File: config.mk
export PLATFORM = sky130hd
export DESIGN_NAME = issue_scoreboard
export DESIGN_NICKNAME = d
export VERILOG_FILES = /design/src/rtl/issue_scoreboard.sv
export SDC_FILE = /design/constraint.sdc
export NUM_CORES = 1
export LEC_CHECK = 0
export ABC_CLOCK_PERIOD_IN_PS = 1900
export BUFFER_PORTS_ARGS = -buffer_cell sky130_fd_sc_hd__buf_2
export CAP_MARGIN = 20
export CORE_ASPECT_RATIO = 1.25
export CORE_MARGIN = 4
export CORE_UTILIZATION = 49
export CTS_CLUSTER_SIZE = 8
export DETAILED_ROUTE_END_ITERATION = 8
export GPL_ROUTABILITY_DRIVEN = 0
export GPL_TIMING_DRIVEN = 0
export PLACE_DENSITY = 0.77
export SYNTH_ARGS = -nofsm -noshare
export SYNTH_HDL_FRONTEND = slang
export SYNTH_SLANG_ARGS = --single-unit
File: constraint.sdc
create_clock -name clock -period 1.9 [get_ports clock]
set_input_delay 0.095 -clock clock [delete_from_list [all_inputs] [get_ports clock]]
set_output_delay 0.095 -clock clock [all_outputs]
set_load 0.005 [all_outputs]
File: src/rtl/issue_scoreboard.sv
// -----------------------------------------------------------------------------
// issue_scoreboard
//
// In-order scoreboard and write-port scheduler for the Issue stage.
// It tracks pending destination registers so that RAW and WAW hazards stall
// issue. It also reserves slots on the single register-file write port so that
// the AluMisc, Mem and Mult units never reach Writeback in the same cycle.
//
// Ports
//   clock, reset        : clock; synchronous active-low reset
//   id_iss_*            : instruction presented by Decode
//   wb_reg_en/addr      : register-file commit from Writeback
//   iss_stall           : hold Fetch, Decode and Issue
//   iss_*_oper          : per-unit fire strobe, one-hot or all zero
//   sb_pending          : registered pending-write bit per register (bit 0 = 0)
//   sb_wbres            : registered write-port reservation vector
//                         (bit k = a writeback is due k cycles from now)
//   sb_err              : sticky protocol error, cleared only by reset
// -----------------------------------------------------------------------------
module issue_scoreboard #(
    parameter int LAT_AM  = 3,
    parameter int LAT_MEM = 2,
    parameter int LAT_MUL = 4,
    parameter int DEPTH   = 8
) (
    input  logic             clock,
    input  logic             reset,
    input  logic             id_iss_valid,
    input  logic [1:0]       id_iss_unit,
    input  logic [4:0]       id_iss_addra,
    input  logic [4:0]       id_iss_addrb,
    input  logic             id_iss_usea,
    input  logic             id_iss_useb,
    input  logic [4:0]       id_iss_regdest,
    input  logic             id_iss_writereg,
    input  logic             wb_reg_en,
    input  logic [4:0]       wb_reg_addr,
    output logic             iss_stall,
    output logic             iss_am_oper,
    output logic             iss_mem_oper,
    output logic             iss_mul_oper,
    output logic [31:0]      sb_pending,
    output logic [DEPTH-1:0] sb_wbres,
    output logic             sb_err
);

    localparam int IW = $clog2(DEPTH);

    typedef enum logic [1:0] {
        UNIT_AM  = 2'd0,
        UNIT_MEM = 2'd1,
        UNIT_MUL = 2'd2,
        UNIT_BAD = 2'd3
    } unit_e;

    unit_e            unit;
    logic             valid_ok;
    logic [IW-1:0]    lat;
    logic             raw;
    logic             waw;
    logic             wbc;
    logic             fire;
    logic             writes;
    logic [31:0]      set_vec;
    logic [31:0]      clr_vec;
    logic [31:0]      pending_n;
    logic [DEPTH-1:0] wbres_n;
    logic             err_n;

    assign unit = unit_e'(id_iss_unit);

    // Hazard detection, strobes and next-state, all from registered state only
    // (a writeback retiring this cycle is not bypassed).
    always_comb begin
        // NOTE: every always_comb output gets a default first so that no path
        // leaves it unassigned, which would otherwise infer a latch.
        lat      = IW'(LAT_AM);
        valid_ok = id_iss_valid && (unit != UNIT_BAD);

        case (unit)
            UNIT_MEM: lat = IW'(LAT_MEM);
            UNIT_MUL: lat = IW'(LAT_MUL);
            default:  lat = IW'(LAT_AM);
        endcase

        raw = (id_iss_usea && (id_iss_addra != 5'd0) && sb_pending[id_iss_addra]) ||
              (id_iss_useb && (id_iss_addrb != 5'd0) && sb_pending[id_iss_addrb]);
        waw = id_iss_writereg && (id_iss_regdest != 5'd0) && sb_pending[id_iss_regdest];
        // Write-port conflict: the slot this instruction would land in is taken.
        wbc = id_iss_writereg && sb_wbres[lat];

        // Stall is forced high during reset so nothing fires.
        iss_stall = !reset || (valid_ok && (raw || waw || wbc));
        fire      = valid_ok && !iss_stall;
        writes    = fire && id_iss_writereg;

        iss_am_oper  = fire && (unit == UNIT_AM);
        iss_mem_oper = fire && (unit == UNIT_MEM);
        iss_mul_oper = fire && (unit == UNIT_MUL);

        set_vec = (writes && (id_iss_regdest != 5'd0)) ? (32'd1 << id_iss_regdest) : 32'd0;
        clr_vec = (wb_reg_en && (wb_reg_addr != 5'd0)) ? (32'd1 << wb_reg_addr) : 32'd0;

        // Set wins over clear on the same register.
        pending_n    = (sb_pending & ~clr_vec) | set_vec;
        pending_n[0] = 1'b0;

        // A writer firing now with latency L lands in slot L-1 after the shift.
        wbres_n = sb_wbres >> 1;
        if (writes) begin
            wbres_n = wbres_n | (DEPTH'(1) << (lat - IW'(1)));
        end

        err_n = sb_err ||
                (wb_reg_en != sb_wbres[0]) ||
                (wb_reg_en && (wb_reg_addr != 5'd0) && !sb_pending[wb_reg_addr]) ||
                (|(set_vec & clr_vec));
    end

    always_ff @(posedge clock) begin
        // NOTE: state registers use non-blocking assignments so every register
        // samples the pre-edge values, independent of statement order.
        if (!reset) begin
            sb_pending <= '0;
            sb_wbres   <= '0;
            sb_err     <= 1'b0;
        end else begin
            sb_pending <= pending_n;
            sb_wbres   <= wbres_n;
            sb_err     <= err_n;
        end
    end

endmodule

==> out/results.ini <==
[run_status]
outcome = complete, but fails checks
violations = setup timing

[sta]
worstMarginPinSlew_ns = 0.724
fin_ws_ns = -0.663
finalMaxSlewViolations = 0
min_period_ns = 2.56
timing.final.crit_share_pct = 135
hold_viol_final = 0
fin_worst_skew_ns = 0.0130
fmax_mhz = 390
maxSlewHeadroom_pct = 51.1
rsz0062_at_grt = true
finalSetupViolCount = 44

[power]
ir_drop_v = 0.000474
finalPower_uw = 1940
p_per_area_nw_per_um2 = 449
total_leakage_power_uw = 0.00166

[place]
post-place-cells = 447
dp_hpwl_um = 7430
place_area_um2 = 3560
portBuffers = 62
post-place-ws_ns = -0.580

[global_route]
grt_pass1_wl_um = 16800
gr-total-overflow = 0
grt_max_degree = 13
first_global_vias = 3237
antenna_found_initial = 0
grt_usage_pct = 27.6

[logic_synthesis]
yosysUniqueCellTypes = 48
seq_area_frac_synth_pct = 25.8
yosysTopAreaCell = dfxtp_1
synth_edf_count = 0
synth_nets = 335
yosys_warnings = 0
ys_ff_latch = 40
synth.top_cell.area_share_pct = 25.8
ys.flop_type = dfxtp_1
netlist_instances = 300
async_reset_ff_share_pct = 0
avgSynthCellArea_um2 = 10.3
synth_area_leaders = dfxtp_1, mux4_2, o31ai_1
syn_area_um2 = 3100

[floorplan]
start_util_pct = 50.2
die-area_um2 = 7670
die_h_um = 96.9
coreArea_um2 = 6170
die_x_um = 79.1
row_count = 32
pin_count = 74

[detailed_routing]
totalWireLength_um = 11100
final_antenna_net_count = 0
dr.pass1.iters = 5
drt_iter0_drc = 369
drc_errors = 0
viasPerCell = 6.88
via_count = 3295
drt-wirelength-per-cell_um = 23.2

[worst_setup_path]
end_kind = primary output
required_ns = 1.80
critPathLaunchType = flop
ff2ff_path_depth = 10
max_stage_delay_ns = 0.43
r2r_start = sb_pending[28]$_SDFF_PN0_
slowest_stage = mux4_2
path_cells = buf_4 -> mux4_2 -> a31oi_1 -> o211a_1 -> a31o_1 -> nand3_4 -> buf_8 -> a21o_1 -> buf_2
r2r_slack_ns = -0.59
critPathKind = reg2out
crit_arrival_ns = 2.47
cp_max_fo = 5
rr_endpoint = sb_pending[12]$_SDFF_PN0_

[clock_network]
clkTransAtPathRegs_ns = 0.08
cts_hold_buf = 0
cts_made_buffers = 5
h-tree-depth = 2
cts_root_buf = clkbuf_8
cts_tree = yes
clk_latency_ns = 0.30
clkSinkCount = 40
clockBufferDepth = 2

[layout]
stdcell_area_um2 = 4320
antenna_cells = 0
stdcell_count = 479
final_cell_mix = buf_2, mux4_2, o211ai_1, clkbuf_1, buf_4
final_common_cell = buf_2
area_delta_synth_final_pct = 39.4
seq_area_um2 = 861
multi_input_area_um2 = 2480
final_nets = 428
drive_above_1_share_pct = 52.3
nFillCells = 451

[worst_hold_path]
min_path_cells = 3
hold_path_end = sb_err$_SDFF_PN0_
hp-class = in2reg
worstHoldStart = wb_reg_en

[run]
max_cap_violations = 0

-- worst max-delay path by stage --
stage,to,slack [ns],cells after the start,start
2_1_floorplan,iss_am_oper,-0.13,7,sb_pending[31]$_SDFF_PN0_
3_3_place_gp,iss_am_oper,-0.54,11,id_iss_unit[0]
3_5_place_dp,iss_mem_oper,-0.58,11,id_iss_unit[1]
4_1_cts,iss_mem_oper,-0.62,8,sb_pending[25]$_SDFF_PN0_
5_1_grt,iss_am_oper,-0.74,9,sb_pending[30]$_SDFF_PN0_
6_report,iss_stall,-0.66,9,sb_pending[28]$_SDFF_PN0_
-- worst max-delay path: cells and delay by family, from the launching register on --
family / cells / cell delay (ns)
DFF: 1 / 0.38
muxes: 1 / 0.43
and+or+nand+nor: 1 / 0.12
AOI/OAI and AO/OA: 4 / 0.85
buffers and inverters: 3 / 0.40
-- area by class of cell --
cell class,count,share of cell area [%]
flip-flops and latches,40,19.9
plain buffers,30,4.61
clock inverters,1,0.174
multi-input cells,223,57.5
well taps,85,2.46
repair buffers,86,12.7
clock buffers,7,2.00
inverters,7,0.608
-- power by group --
part           internal (uW)  total [uW]  leakage, uW  switching (uW)
clock                    295         601    0.0000445             305
sequential               827         834     0.000339            6.69
combinational            206         502      0.00127             297
total                   1330        1940      0.00166             609
-- state kept, by name, indices dropped and copies added, names as in the netlist --
| name | flops |
|---|---|
| sb_wbres | 8 |
| sb_pending | 31 |
| sb_err | 1 |
-- kinds of logic (layout without fill, tap and decap cells) --
logic type	Yosys count	after routing	synth area share (%)
and+or+nand+nor	85	85	15.8
adders and majority gates	6	6	2.42
buffers and inverters	37	131	6.22
DFF	40	40	25.8
other	1	1	0.121
muxes	42	42	26.2
AOI/OAI and AO/OA	89	89	23.4
-- timing repair --
action | CTS | global route
pin swaps | 7 | 4
cloned | 0 | 2
resized for setup | 74 | 30
buffers inserted | 19 | 5
endpoints found under the setup margin | 44 | 44
-- metrics by stage --
step / utilization, % / setup TNS, ns / hold slack, ns
after floorplan: - / -4.78 / 0.280
after global placement: 57.8 / -19.64 / 0.457
after detailed placement: 57.8 / -21.02 / 0.461
after CTS: 66.2 / -20.13 / 0.198
after global routing: 70.0 / -26.07 / 0.213
final: 70.0 / -23.10 / 0.181
-- metal layers --
layer | routed length (um) | GRT usage (%) | up-vias
met5 | 0 | 0 | -
met3 | 1060 | 4.38 | 42
met4 | 328 | 9.66 | 0
met1 | 4040 | 34.3 | 1567
met2 | 5670 | 47.9 | 269
li1 | - | - | 1417
-- cell usage after synthesis (5+ instances only) --
| cell | instances |
|---|---|
| nor2b_1 | 9 |
| clkbuf_1 | 20 |
| ha_1 | 6 |
| nand4_1 | 5 |
| nand2_1 | 16 |
| o211ai_1 | 24 |
| buf_6 | 6 |
| o31ai_1 | 35 |
| o311ai_0 | 7 |
| nor2_1 | 7 |
| nand3_1 | 13 |
| inv_1 | 7 |
| nand2b_1 | 11 |
| mux2i_1 | 8 |
| nand3b_1 | 7 |
| dfxtp_1 | 40 |
| nor3_1 | 5 |
| mux4_2 | 31 |
Power figures use the tool's default switching activity.
